## config.mk

```make
export PLATFORM = sky130hd
export DESIGN_NAME = multdiv_ctrl
export DESIGN_NICKNAME = d
export VERILOG_FILES = /design/src/rtl/multdiv_ctrl.sv
export SDC_FILE = /design/constraint.sdc
export NUM_CORES = 1
export LEC_CHECK = 0
export ABC_CLOCK_PERIOD_IN_PS = 2000
export BUFFER_PORTS_ARGS = -buffer_cell sky130_fd_sc_hd__buf_2
export CORE_ASPECT_RATIO = 0.75
export CORE_MARGIN = 2
export CORE_UTILIZATION = 43
export CTS_BUF_LIST = sky130_fd_sc_hd__clkbuf_2
export DETAILED_ROUTE_END_ITERATION = 8
export PLACE_DENSITY_LB_ADDON = 0.1
export RECOVER_POWER = 50
export SLEW_MARGIN = 20
export SYNTH_ARGS = -nofsm -noshare
export SYNTH_HDL_FRONTEND = slang
export SYNTH_SLANG_ARGS = --single-unit
```

## constraint.sdc

```tcl
create_clock -name clock -period 2 [get_ports clock]
set_input_delay 0.1 -clock clock [delete_from_list [all_inputs] [get_ports clock]]
set_output_delay 0.1 -clock clock [all_outputs]
set_load 0.02 [all_outputs]
```

## src/rtl/multdiv_ctrl.sv

```systemverilog
// Execute-stage sequencer for the shared multiply/divide units. It latches one request,
// pulses the selected unit, waits for its result (or a timeout), and holds it for writeback.
module multdiv_ctrl #(
  parameter int unsigned TIMEOUT     = 40,
  parameter int unsigned MIN_WAIT    = 2,
  parameter int unsigned RSTATUS_REG = 30,
  parameter int unsigned MUL_EXC     = 4,
  parameter int unsigned DIV_EXC     = 5
) (
  input  logic        clock,
  input  logic        reset,
  input  logic        req_mult,
  input  logic        req_div,
  input  logic [31:0] op_a,
  input  logic [31:0] op_b,
  input  logic [4:0]  dest_in,
  output logic        unit_start_mult,
  output logic        unit_start_div,
  output logic [31:0] unit_a,
  output logic [31:0] unit_b,
  input  logic [31:0] mult_result,
  input  logic        mult_exception,
  input  logic        mult_ready,
  input  logic [31:0] div_result,
  input  logic        div_exception,
  input  logic        div_ready,
  output logic        stall,
  output logic        wb_valid,
  output logic [31:0] wb_data,
  output logic [4:0]  wb_reg,
  input  logic        wb_ack,
  output logic        timeout_err
);

  localparam int unsigned CntW = $clog2(TIMEOUT + 1);

  typedef enum logic [1:0] {StIdle, StLaunch, StWait, StDone} state_e;

  state_e          state_q, state_d;
  logic            is_mult_q, is_mult_d;
  logic [31:0]     a_q, a_d, b_q, b_d;
  logic [4:0]      dest_q, dest_d;
  logic [CntW-1:0] cnt_q, cnt_d;
  logic [31:0]     wb_data_q, wb_data_d;
  logic [4:0]      wb_reg_q, wb_reg_d;
  logic            timeout_err_q, timeout_err_d;

  logic            sel_ready, sel_exc;
  logic [31:0]     sel_result, exc_code;

  // Only the unit that was launched is ever listened to.
  always_comb begin
    sel_ready  = is_mult_q ? mult_ready     : div_ready;
    sel_exc    = is_mult_q ? mult_exception : div_exception;
    sel_result = is_mult_q ? mult_result    : div_result;
    exc_code   = is_mult_q ? 32'(MUL_EXC)   : 32'(DIV_EXC);
  end

  always_comb begin
    state_d       = state_q;
    is_mult_d     = is_mult_q;
    a_d           = a_q;
    b_d           = b_q;
    dest_d        = dest_q;
    cnt_d         = cnt_q;
    wb_data_d     = wb_data_q;
    wb_reg_d      = wb_reg_q;
    timeout_err_d = timeout_err_q;
    unique case (state_q)
      StIdle: begin
        if (req_mult || req_div) begin
          is_mult_d = req_mult;
          a_d       = op_a;
          b_d       = op_b;
          dest_d    = dest_in;
          state_d   = StLaunch;
        end
      end
      StLaunch: begin
        cnt_d   = '0;
        state_d = StWait;
      end
      StWait: begin
        cnt_d = cnt_q + 1'b1;
        // Early ready may be left over from the previous operation.
        if (sel_ready && (cnt_q >= CntW'(MIN_WAIT))) begin
          state_d = StDone;
          if (sel_exc) begin
            wb_data_d = exc_code;
            wb_reg_d  = 5'(RSTATUS_REG);
          end else begin
            wb_data_d = sel_result;
            wb_reg_d  = dest_q;
          end
        end else if (cnt_d == CntW'(TIMEOUT)) begin
          state_d       = StDone;
          wb_data_d     = exc_code;
          wb_reg_d      = 5'(RSTATUS_REG);
          timeout_err_d = 1'b1;
        end
      end
      StDone: begin
        if (wb_ack) state_d = StIdle;
      end
      default: state_d = StIdle;
    endcase
  end

  always_ff @(posedge clock) begin
    if (reset) begin
      state_q       <= StIdle;
      is_mult_q     <= 1'b0;
      a_q           <= '0;
      b_q           <= '0;
      dest_q        <= '0;
      cnt_q         <= '0;
      wb_data_q     <= '0;
      wb_reg_q      <= '0;
      timeout_err_q <= 1'b0;
    end else begin
      state_q       <= state_d;
      is_mult_q     <= is_mult_d;
      a_q           <= a_d;
      b_q           <= b_d;
      dest_q        <= dest_d;
      cnt_q         <= cnt_d;
      wb_data_q     <= wb_data_d;
      wb_reg_q      <= wb_reg_d;
      timeout_err_q <= timeout_err_d;
    end
  end

  assign unit_start_mult = (state_q == StLaunch) && is_mult_q;
  assign unit_start_div  = (state_q == StLaunch) && !is_mult_q;
  assign unit_a          = a_q;
  assign unit_b          = b_q;
  assign stall           = (state_q != StIdle);
  assign wb_valid        = (state_q == StDone);
  assign wb_data         = wb_data_q;
  assign wb_reg          = wb_reg_q;
  assign timeout_err     = timeout_err_q;

endmodule
```

**Word level (Yosys, flattened, before mapping)**

Index checks and enable logic that the tools add are counted.

- Divide/modulo/power cells: 0
- Add/subtract/negate cells: 1
- Mux-type cells: 16
- $lt $le $gt $ge: 1
- $mul: 0
- Shift-type cells: 0
- Bitwise gates (word level): 1
- Equal/unequal tests: 7
- Reductions and logical operators: 13

Operators by type and width:

| kind | number |
|---|---|
| $mux W32 | 4 |
| $mux W5 | 3 |
| $pmux W6 S2 | 1 |
| $mux W2 | 4 |
| $pmux W2 S4 | 1 |
| $add A6 B1 Y6 const B | 1 |
| $eq A6 B6 Y1 const B | 1 |
| $ge A6 B2 Y1 const B | 1 |
| $reduce_and A3 Y1 | 2 |
| $reduce_bool A2 Y1 | 3 |
| $eq A2 B2 Y1 const B | 2 |
| $reduce_and A2 Y1 | 2 |
| $logic_and A1 B1 Y1 | 3 |
| $mux W1 | 3 |
| $ne A3 B3 Y1 const B | 1 |
| $eq A2 B1 Y1 const B | 1 |
| $logic_not A2 Y1 | 1 |
| $ne A2 B1 Y1 const B | 1 |
| $ne A2 B2 Y1 const B | 1 |
| $logic_not A1 Y1 | 1 |
| $logic_or A1 B1 Y1 | 1 |
| $not A1 Y1 | 1 |

- Register bits after elaboration: 116
- RAM bits: 0
- Input port bits: 142
- Memories: 0
- ROM bits: 0
- Bits in latches: 0
- Output and inout port bits: 106
- Logic and storage cells: 48

**Longest topological paths before layout**

Gate-level depths: netlist of run 1.

- Depth in word-level cells: 5
- Mapped depth: 8
- Gate-level depth less buffers: 6

**Worst setup path before layout of run 1**

No wires, ideal clock.

- Path type: reg-to-reg
- Start point: reg cnt_q[0]
- End point: reg wb_data_q[0], in the netlist wb_data[0]
- Path buffers: 2
- Data arrival time: 1.767 ns
- Library setup time: 0.072 ns
- Period minus slack after synthesis: 1.839 ns
- Cell stages (with the launch flop): 9
- Slack: 0.161 ns
- Data required time: 1.928 ns
- Path through: dfxtp_1 > inv_1 > ha_1 > nor4_4 > a21oi_2 > o31ai_1 > buf_4 > buf_8 > mux2i_1

- Cells in the longest elaborated chain, start to end: 4
- Elaborated cells on any way between the ends: 7
- Classes of those cells: add/sub: 1; order compare: 1; eq/ne: 1; mux: 1; reduce/logical: 3

Ends and longest elaborated chain:

| what | RTL line | source |
|---|---|---|
| start, declared | 43 | `logic [CntW-1:0] cnt_q, cnt_d;` |
| start signal, assigned | 126 | `cnt_q <= cnt_d;` |
| $add A6 B1 Y6 / $ge A6 B2 Y1 (equally long branches) | 84, 86 |  |
| $eq A6 B6 Y1 / $logic_and A1 B1 Y1 (equally long branches) | 95, 86 |  |
| $reduce_bool A2 Y1 (no line) | n/a |  |
| $reduce_and A2 Y1 (no line) | n/a |  |
| end signal, assigned | 127 | `wb_data_q <= wb_data_d;` |
| end, declared | 44 | `logic [31:0] wb_data_q, wb_data_d;` |

Parallel ways exist; a longest one is shown, timed or not.
A chain may end at the register's enable or synchronous reset.

**Final worst setup path of run 1**

- Start point: reg cnt_q[1]
- End point: reg wb_reg_q[2], in the netlist wb_reg[2]

- Cells in the longest elaborated chain, start to end: 4
- Elaborated cells on any way between the ends: 7
- Classes of those cells: add/sub: 1; order compare: 1; eq/ne: 1; mux: 1; reduce/logical: 3

Ends and longest elaborated chain:

| what | RTL line | source |
|---|---|---|
| $add A6 B1 Y6 / $ge A6 B2 Y1 (equally long branches) | 84, 86 |  |
| $eq A6 B6 Y1 / $logic_and A1 B1 Y1 (equally long branches) | 95, 86 |  |
| $reduce_bool A2 Y1 (no line) | n/a |  |
| $reduce_and A2 Y1 (no line) | n/a |  |
| end signal, assigned | 128 | `wb_reg_q <= wb_reg_d;` |
| end, declared | 45 | `logic [4:0] wb_reg_q, wb_reg_d;` |

Parallel ways exist; a longest one is shown, timed or not.

==> results.md, run 1 <==
- Status: completed
- CP Max Fanout: 10
- IO Pins: approximately 250
- Syn_area_per_cell: roughly 8.5 sq um
- Die ar.: 12400 sq um
- Grt ovf: 0
- Mapped Nets: 730
- Core Region: 11100 sq um
- Die H: 96.9 microns
- Min cycle time layout: 1.94 ns
- Reg2reg end: wb_reg[2]
- Crit path required time: about 2.5 ns
- Worst-Skew Late Latency: 0.64 ns
- Max cap viols: 0
- Leak pwr: 3.53 nW
- Num CTS Buffers: 17
- Antenna diodes: 0
- Final Max Tran Viols: 0
- Wire per inst: 14.5 microns
- Post-detail-place hpwl: approximately 9.5 mm
- Critical path type: flop to flop
- Flops & latches, synth: 116
- Final Hold Slack: 0.128 ns
- Setup crit end kind: flop
- Worst min-delay path startpoint: div_result[0]
- Delay-heaviest family, CP: simple AND/OR/NAND/NOR gates
- Reg2Reg Depth: 7
- Die X-Extent: around 130 microns
- Layout cells sized above 1: 24.1%
- Clock Pin Slew Worst Setup and Hold Paths: ~0.17 ns
- Synthesized area: 4950 sq um
- Final count of hold timing violations: 0
- Via count: 5495
- Setup slack after layout: 0.0649 ns
- Slowest CP cell: dfxtp_2
- Bufs and invs on worst path: 2
- Number of distinct library cells after synthesis: 40
- Worst r2r src: cnt_q[1]
- Maximum VDD drop: 0.000574 V
- Global Route Usage Sum: 25.3%
- Largest net degree at the start of global routing: 78
- Util after Layout: between 70% and 80%
- Post-synth EDFFs: 0
- Post-synthesis instance total: between 500 and 600
- Most common cell after layout, fill and taps aside: nand2_1
- Final setup fails: 0
- Dpl ws: roughly 0.017 ns
- Crit path arrival time: 2.46 ns
- Sink Count: 116
- Area delta synth->final: 62.6%
- Vias in the first global route: 5421
- Ys async rst share: 0%
- Iter 0 DRT Violations: 243
- DRC: 0
- Synth Flop Type: dfxtp_1
- Final WL: 16.3 mm
- Std cell rows: 33
- Starting Density: 44.7%
- Number of H-tree levels: 4
- Flop2flop setup slack: 0.06 ns
- Hold Crit Depth: 5
- Slew @ Worst Pin: between 0.4 and 0.5 ns
- Worst setup SP type: flop
- Nets@finish: 1117
- Most frequent cells in the layout: nand2_1, buf_2, dlygate4sd3_1
- First-pass GRT wire length: 25.3 mm
- CTS tree: done
- HP Class: input pin to flop
- Clock root buffer: clkbuf_2
- Crit path from: cnt_q[1]
- Critical-path cell list: ha_1, and3_1, and4_4, o31ai_4, buf_12, clkbuf_16, a221oi_1
- Clock buffer depth: 2
- ANT nets after route: 0
- Peak Freq: 0.517 GHz
- Vias per std cell: between 4 and 5
- PwrDens: 890 nW/um^2
- Gpl congestion: 0.799
- Initial antenna violation count: 0
- Yosys warning count: 0
- IO buf count: 247
- Sequential cell area fraction in the yosys report: 46.9%
- Final period util: between 90% and 100%
- Max_slew headroom: 67.7%
- Hold Path Sink: wb_data[0]
- Worst Skew: 0.0351 ns
- DRT Pass-1 Iters: 7
- Critical Path Max Stage Delay: between 0.4 and 0.5 ns
## Yosys cell counts (2+ instances only)
library cell / instances / area share, %
nand2_1: 175 / 13
dfxtp_1: 116 / 47
a21oi_1: 76 / 7.7
mux2i_1: 34 / 6.9
nand2b_1: 33 / 4.2
mux2_2: 31 / 7.1
clkbuf_1: 27 / 2.0
nor2_1: 18 / 1.4
inv_1: 12 / 0.91
buf_1: 6 / 0.46
ha_1: 6 / 1.5
a221oi_1: 5 / 0.88
o21ai_0: 4 / 0.40
buf_8: 3 / 0.91
nor2b_1: 3 / 0.38
a211o_1: 2 / 0.35
a211oi_1: 2 / 0.30
a22oi_1: 2 / 0.30
and3_1: 2 / 0.25
and4_1: 2 / 0.35
buf_2: 2 / 0.20
nand3_1: 2 / 0.20
nor3_1: 2 / 0.20
## worst max path at each step
stage | end | slack (ns) | cells past startpoint
detailed placement | wb_data[31] | 0.02 | 6
global route | wb_reg[2] | -0.06 | 7
CTS | wb_data[28] | 0.01 | 5
finish | wb_reg[2] | 0.06 | 7
floorplan | wb_data[0] | 0.16 | 8
global placement | wb_data[6] | 0.13 | 6
## routing by layer
layer | up-vias | routed length (microns) | global-route usage [%]
li1 | 2712 | - | -
met1 | 2562 | 6650 | 29.2
met2 | 203 | 8330 | 46.0
met3 | 18 | 1070 | 6.47
met4 | 0 | 213 | 6.93
met5 | - | 0 | 0
## cells by family (layout without fill, tap and decap cells)
family	Yosys count	count (layout)	synth area share (%)
multiplexers	65	65	13.9
AND/OR/NAND/NOR	243	243	21.3
flip-flops	116	116	46.9
buffers and inverters	51	451	4.68
AO/OA/AOI/OAI	101	101	11.6
adder cells (fa/ha/maj)	6	6	1.52
## metrics by stage
| step | power [W] | TNS (ns) | area (sq um) | cells |
|---|---|---|---|---|
| 2_1_floorplan | 0.00446 | 0 | 4950 | 582 |
| 3_3_place_gp | 0.00531 | 0 | 6410 | 943 |
| 3_5_place_dp | 0.00538 | 0 | 6410 | 943 |
| 4_1_cts | 0.00714 | 0 | 8020 | 1115 |
| 5_1_grt | 0.00759 | -0.104 | 8040 | 1122 |
| 6_report | 0.00716 | 0 | 8040 | 1122 |
## power by group
group	leakage [nW]	internal [W]	switching, W
combinational	2.44	0.00121	0.00165
clock	0.146	0.000558	0.000853
sequential	0.949	0.00268	0.000209
total	3.53	0.00444	0.00271
## worst reg2reg max path, cell delays in order, from the launching register on
cell       delay, ns
dfxtp_2         0.42
ha_1            0.23
and3_1          0.21
and4_4          0.27
o31ai_4         0.09
buf_12          0.15
clkbuf_16       0.17
a221oi_1        0.30
## layout make-up
class                           count  area [sq um]
Sequential cell                   116          2330
Inverter                           12          45.0
Multi-Input combinational cell    415          2460
Clock buffer                       19          95.1
Fill cell                         884          3020
Clock inverter                     13           116
Tap cell                          140           175
Timing Repair Buffer              407          2830
## timing repair
item / in CTS / in global routing
gates resized for setup: 0 / 13
hold buffers: 140 / 0
pin swaps: 1 / 1
setup buffers: 0 / 4
gates cloned: 0 / 3
endpoints found under the setup margin: 2 / 39
hold endpoints to repair: 104 / 0
Power figures use the tool's default switching activity.
==> run 2: changes to the inputs <==
--- a/config.mk
+++ b/config.mk
@@ -6,7 +6,7 @@
 export NUM_CORES = 1
 export LEC_CHECK = 0
 export ABC_CLOCK_PERIOD_IN_PS = 2000
-export BUFFER_PORTS_ARGS = -buffer_cell sky130_fd_sc_hd__buf_2
+export BUFFER_PORTS_ARGS = -buffer_cell sky130_fd_sc_hd__buf_4
 export CORE_ASPECT_RATIO = 0.75
 export CORE_MARGIN = 2
 export CORE_UTILIZATION = 43
==> run 2 against run 1 <==
Register-to-register slack about the same. Sequential share of layout area fell by 1.1 points. Clock power increased by 9%. Core utilization increased by 2.7 points. Clock-buffer cell count is the same. Non-clock buffer count decreased by 1. Sequential power about the same.
==> results.md, run 2 (same netlist as run 1, synthesis figures left out) <==
- Status: completed (unchanged)
- Non-Filler Instances: 1121 (was 1122)
- Dpl ws: 0.0552 ns (was 0.0169 ns)
- Iter 0 DRT Violations: 189 (was 243)
- Starting Density: 44.7% (unchanged)
- Max_slew headroom: 69.8% (was 67.7%)
- Area delta synth->final: 68.6% (was 62.6%)
- # placed instances: 944 (was 943)
- Critical-path cell list: ha_1, and3_1, and4_2, o31ai_4, buf_12, mux2i_1 (was ha_1, and3_1, and4_4, o31ai_4, buf_12, clkbuf_16, a221oi_1)
- Final setup fails: 0 (unchanged)
- IO Pins: 248 (unchanged)
- CP Max Fanout: 17 (was 10)
- Largest net degree at the start of global routing: 55 (was 78)
- Die X-Extent: 128 microns (unchanged)
- DRC: 0 (unchanged)
- Final Max Tran Viols: 0 (unchanged)
- Critical Path Max Stage Delay: 0.39 ns (was 0.42 ns)
- PwrDens: 872 nW/um^2 (was 890 nW/um^2)
- Post-detail-place hpwl: 10.0 mm (was 9.51 mm)
- Gpl congestion: 0.800 (was 0.799)
- Worst Skew: 0.0231 ns (was 0.0351 ns)
- Via count: 5530 (was 5495)
- Clock Pin Slew Worst Setup and Hold Paths: 0.16 ns (was 0.17 ns)
- Worst setup SP type: flop (unchanged)
- Core Region: 11100 sq um (unchanged)
- Die ar.: 12400 sq um (unchanged)
- Initial antenna violation count: 0 (unchanged)
- CTS tree: done (unchanged)
- Multi-input combinational cell area: 2450 sq um (was 2460 sq um)
- Crit path required time: 2.56 ns (was 2.53 ns)
- Antenna diodes: 0 (unchanged)
- Worst-Skew Late Latency: 0.65 ns (was 0.64 ns)
- RSZ-0062 raised after global routing: true
- Sequential standard cell area: 2330 sq um (about the same)
- Final WL: 16.7 mm (was 16.3 mm)
- Die H: 96.9 microns (unchanged)
- Sink Count: 116 (unchanged)
- Std cell rows: 33 (unchanged)
- Slowest CP cell: dfxtp_2 (unchanged)
- Global Route Usage Sum: 26.8% (was 25.3%)
- Peak Freq: 0.518 GHz (was 0.517 GHz)
- First-pass GRT wire length: 26.7 mm (was 25.3 mm)
- Clock root buffer: clkbuf_2 (unchanged)
- Util after Layout: 75.4% (was 72.7%)
- Bufs and invs on worst path: 1 (was 2)
- ANT nets after route: 0 (unchanged)
- DRT Pass-1 Iters: 4 (was 7)
- Min cycle time layout: 1.93 ns (was 1.94 ns)
- Most frequent cells in the layout: nand2_1, buf_4, dlygate4sd3_1 (was nand2_1, buf_2, dlygate4sd3_1)
- Grt ovf: 0 (unchanged)
- Slew @ Worst Pin: 0.452 ns (was 0.472 ns)
- Wire per inst: 14.9 microns (was 14.5 microns)
- Final count of hold timing violations: 0 (unchanged)
- Num CTS Buffers: 17 (unchanged)
- Setup crit end kind: flop (unchanged)
- Vias in the first global route: 5675 (was 5421)
- FILL cells: 832 (was 884)
- Final Hold Slack: 0.104 ns (was 0.128 ns)
- Crit path arrival time: 2.49 ns (was 2.46 ns)
- Nets@finish: 1116 (was 1117)
- Maximum VDD drop: 0.000715 V (was 0.000574 V)
- IO buf count: 247 (unchanged)
- Layout cells sized above 1: 24.2% (was 24.1%)
- Setup slack after layout: 0.0707 ns (was 0.0649 ns)
- Clock buffer depth: 2 (unchanged)
- TNS Setup: 0 ns (unchanged)
- Vias per std cell: 4.93 (was 4.90)
- Max cap viols: 0 (unchanged)
- Critical path type: flop to flop (unchanged)
- Leak pwr: 3.62 nW (was 3.53 nW)
- Delay-heaviest family, CP: simple AND/OR/NAND/NOR gates (unchanged)
- Final period util: 96.5% (was 96.8%)
- Number of H-tree levels: 4 (unchanged)
- HP Class: input pin to flop (unchanged)
- Most common cell after layout, fill and taps aside: nand2_1 (unchanged)
[run 2: changes by cell type in the layout (fill, tap and decap cells not counted), sizes merged]
cell / previous run / this run
buf: 160 / 163
clkbuf: 126 / 119
clkinv: 11 / 8
dlygate4sd3: 140 / 143
clkinvlp: 0 / 2
bufinv: 2 / 3
[run 2: where the power goes]
group	leakage, nW	total (W)	switching (W)	internal (W)
Combinational	2.53	0.00285	0.00165	0.00120
Clock	0.144	0.00154	0.000861	0.000680
Sequential	0.949	0.00289	0.000206	0.00268
Total	3.62	0.00728	0.00271	0.00456
[run 2: final timing paths]
check / startpoint / endpoint / slack (ns) / cells after the start
setup / recovery: cnt_q[1] / wb_data[24] / 0.07 / 6
hold / removal: div_result[0] / wb_data[0] / 0.10 / 5
setup reg to reg: cnt_q[1] / wb_data[24] / 0.07 / 6
hold reg to reg: timeout_err / timeout_err / 0.46 / 2
[run 2: repair_timing]
action	in CTS	in global routing
pin swaps	1	1
endpoints found under the hold margin	104	0
hold buffers	143	0
gates cloned	0	0
setup buffers	0	2
resized for setup	0	12
setup endpoints to repair	1	44
[run 2: worst min-delay path: stages]
cell,delay (ns)
buf_4,0.08
nand2b_1,0.09
a2111oi_0,0.05
a211o_1,0.26
mux2i_1,0.12
[run 2: through the flow]
stage	total power (W)	cell area [sq um]
6_report	0.00728	8350
3_5_place_dp	0.00564	7010
3_3_place_gp	0.00557	7010
5_1_grt	0.00772	8350
2_1_floorplan	0.00446	4950
4_1_cts	0.00747	8670
[run 2: layer usage]
metal	track usage, %	vias up	wire length, microns
met5	0	-	0
met4	10.4	0	501
met3	8.46	45	1130
met2	47.6	218	8440
met1	29.7	2557	6610
li1	-	2710	-
[run 2: cell type report]
| type | instances | share of cell area [%] |
|---|---|---|
| clock inverter | 13 | 1.68 |
| tap | 140 | 2.10 |
| clock buffer | 19 | 1.14 |
| timing repair buffer | 406 | 37.3 |
| multi-input combinational | 415 | 29.4 |
| sequential | 116 | 27.9 |
| inverter | 12 | 0.540 |
==> run 3: changes to the inputs <==
==> constraint.sdc (replaced) <==
create_clock -name clock -period 2 [get_ports clock]
set_input_delay 0.3 -clock clock [delete_from_list [all_inputs] [get_ports clock]]
set_output_delay 0.3 -clock clock [all_outputs]
set_load 0.02 [all_outputs]
==> run 3 against run 2 <==
Global-route usage shrank 1.8 points. Via count shrank 4.6%. Sequential share of layout area grew 1.2 points. Critical path depth grew 1. Clock-buffer cell count shrank 1. Sequential cell count is the same. Maximum frequency grew 1.6%. First-iteration DRC count grew 20%. Cell area shrank 4.2%. Worst setup slack gained 0.031 ns. Clock power shrank 9%. Critical endpoint is now wb_data[6]. Highest routed layer unchanged.
==> results.md, run 3 (same netlist as run 1, synthesis figures left out) <==
- Met3 routed WL: 1.05 mm (was 1.13 mm)
- Number of H-tree levels: 4 (unchanged)
- Iter 0 DRT Violations: 226 (was 189)
- Flop2flop setup slack: 0.10 ns (was 0.07 ns)
- Max_slew headroom: 63.6% (was 69.8%)
- Min cycle time layout: 1.90 ns (was 1.93 ns)
- Critical path type: flop to flop (unchanged)
- Met2 wire len: 8.13 mm (was 8.44 mm)
- Final WL: 15.9 mm (was 16.7 mm)
- Crit path arrival time: 2.46 ns (was 2.49 ns)
- Starting Density: 44.7% (unchanged)
- Hold Crit Depth: 4 (was 5)
- Via count: 5273 (was 5530)
- Vias per std cell: 4.89 (was 4.93)
- Layout cells sized above 1: 28.1% (was 24.2%)
- Most common cell after layout, fill and taps aside: buf_4 (was nand2_1)
- Crit path required time: 2.56 ns (about the same)
- DRC: 0 (unchanged)
- Peak Freq: 0.527 GHz (was 0.518 GHz)
- IO Pins: 248 (unchanged)
- DRT Pass-1 Iters: 4 (unchanged)
- Grt ovf: 0 (unchanged)
- DRT met1 WL: 6.58 mm (was 6.61 mm)
- Std cell rows: 33 (unchanged)
- Setup crit end kind: flop (unchanged)
- Final period util: 94.9% (was 96.5%)
- Global Route Usage Sum: 25.0% (was 26.8%)
- CP Max Fanout: 20 (was 17)
- PwrDens: 884 nW/um^2 (was 872 nW/um^2)
- Dpl ws: 0.0313 ns (was 0.0552 ns)
- Area delta synth->final: 61.6% (was 68.6%)
- First-pass GRT wire length: 25.1 mm (was 26.7 mm)
- Clock buffer depth: 2 (unchanged)
- FILL cells: 904 (was 832)
- Slew @ Worst Pin: 0.545 ns (was 0.452 ns)
- Gpl congestion: 0.781 (was 0.800)
- Post-detail-place hpwl: 10.2 mm (was 10.0 mm)
- Worst-Skew Late Latency: 0.63 ns (was 0.65 ns)
- ANT nets after route: 0 (unchanged)
- Leak pwr: 3.54 nW (was 3.62 nW)
- Die ar.: 12400 sq um (unchanged)
- # placed instances: 944 (unchanged)
- Sink Count: 116 (unchanged)
- Clock Pin Slew Worst Setup and Hold Paths: 0.17 ns (was 0.16 ns)
- Status: completed (unchanged)
- Multi-input combinational cell area: 2450 sq um (unchanged)
- Util after Layout: 72.3% (was 75.4%)
- Final count of hold timing violations: 0 (unchanged)
- Nets@finish: 1071 (was 1116)
- Final Max Tran Viols: 0 (unchanged)
- HP Class: input pin to flop (unchanged)
- Worst setup SP type: flop (unchanged)
- Wire per inst: 14.8 microns (was 14.9 microns)
- CTS tree: done (unchanged)
- Clock root buffer: clkbuf_2 (unchanged)
- IO buf count: 247 (unchanged)
- Worst Skew: 0.0331 ns (was 0.0231 ns)
- Non-Filler Instances: 1079 (was 1121)
- Sequential standard cell area: 2330 sq um (about the same)
- Reg2Reg Depth: 7 (was 6)
- Num CTS Buffers: 17 (unchanged)
- Largest net degree at the start of global routing: 55 (unchanged)
- Most frequent cells in the layout: buf_4, nand2_1, dfxtp_1 (was nand2_1, buf_4, dlygate4sd3_1)
- Maximum VDD drop: 0.000656 V (was 0.000715 V)
- Vias in the first global route: 5404 (was 5675)
- Die X-Extent: 128 microns (unchanged)
- Top layer reached by signal wires: met4 (unchanged)
- Max cap viols: 0 (unchanged)
- Core Region: 11100 sq um (unchanged)
- Die H: 96.9 microns (unchanged)
- Final setup fails: 0 (unchanged)
- Initial antenna violation count: 1 (was 0)
- Setup slack after layout: 0.101 ns (was 0.0707 ns)
- Overall Power: 0.00707 W (was 0.00728 W)
run 3: cell types whose count changed in the layout (fill, tap and decap cells not counted), sizes merged:
cell,previous run,this run
dlygate4sd3,143,97
clkbuf,119,98
diode,0,4
bufinv,3,2
buf,163,184
clkinvlp,2,1
clkinv,8,10
run 3: worst paths after layout:
| check | endpoint | from |
|---|---|---|
| worst min-delay path | wb_data[10] | div_result[10] |
| worst max register to register | wb_data[6] | cnt_q[1] |
| worst min register to register | timeout_err | timeout_err |
| worst max-delay path | wb_data[6] | cnt_q[1] |
run 3: final cells by class:
class / count / area share (%)
multi-input cells: 415 / 30.7
diodes: 4 / 0.125
clock inverters: 13 / 1.47
clock buffers: 18 / 1.13
inverters: 12 / 0.563
repair buffers: 361 / 34.7
flip-flops and latches: 116 / 29.1
well taps: 140 / 2.19
run 3: worst max-delay path, cell delays in order (launching register included):
cell and delay, ns:
dfxtp_4 0.40, ha_1 0.21, and3_1 0.21, and4_4 0.21, o31ai_4 0.26, buf_12 0.16, buf_12 0.17, mux2i_1 0.21
run 3: repair_timing:
item / 4_1_cts / 5_1_grt
cloned: 0 / 2
hold buffers: 97 / 0
endpoints found under the hold margin: 85 / 0
setup endpoints to repair: 3 / 38
setup buffers: 0 / 1
pin swaps: 0 / 1
resized for setup: 5 / 8
run 3: metal layers:
| layer | global-route usage [%] | vias up |
|---|---|---|
| met3 | 6.80 | 20 |
| met2 | 46.9 | 190 |
| met5 | 0 | - |
| met4 | 7.10 | 0 |
| met1 | 27.4 | 2442 |
| li1 | - | 2621 |
run 3: through the flow:
stage               hold WS (ns)  cell area [sq um]  TNS (ns)
floorplan                  0.435               4950         0
global placement           0.440               7010         0
detailed placement         0.441               7010         0
CTS                      0.00111               8200         0
global route             0.00920               8000   -0.0114
finish                    0.0658               8000         0
run 3: where the power goes:
group	internal [W]	switching, W	total (W)
registers	0.00268	0.000224	0.00290
clock network	0.000545	0.000859	0.00140
logic	0.00115	0.00162	0.00277
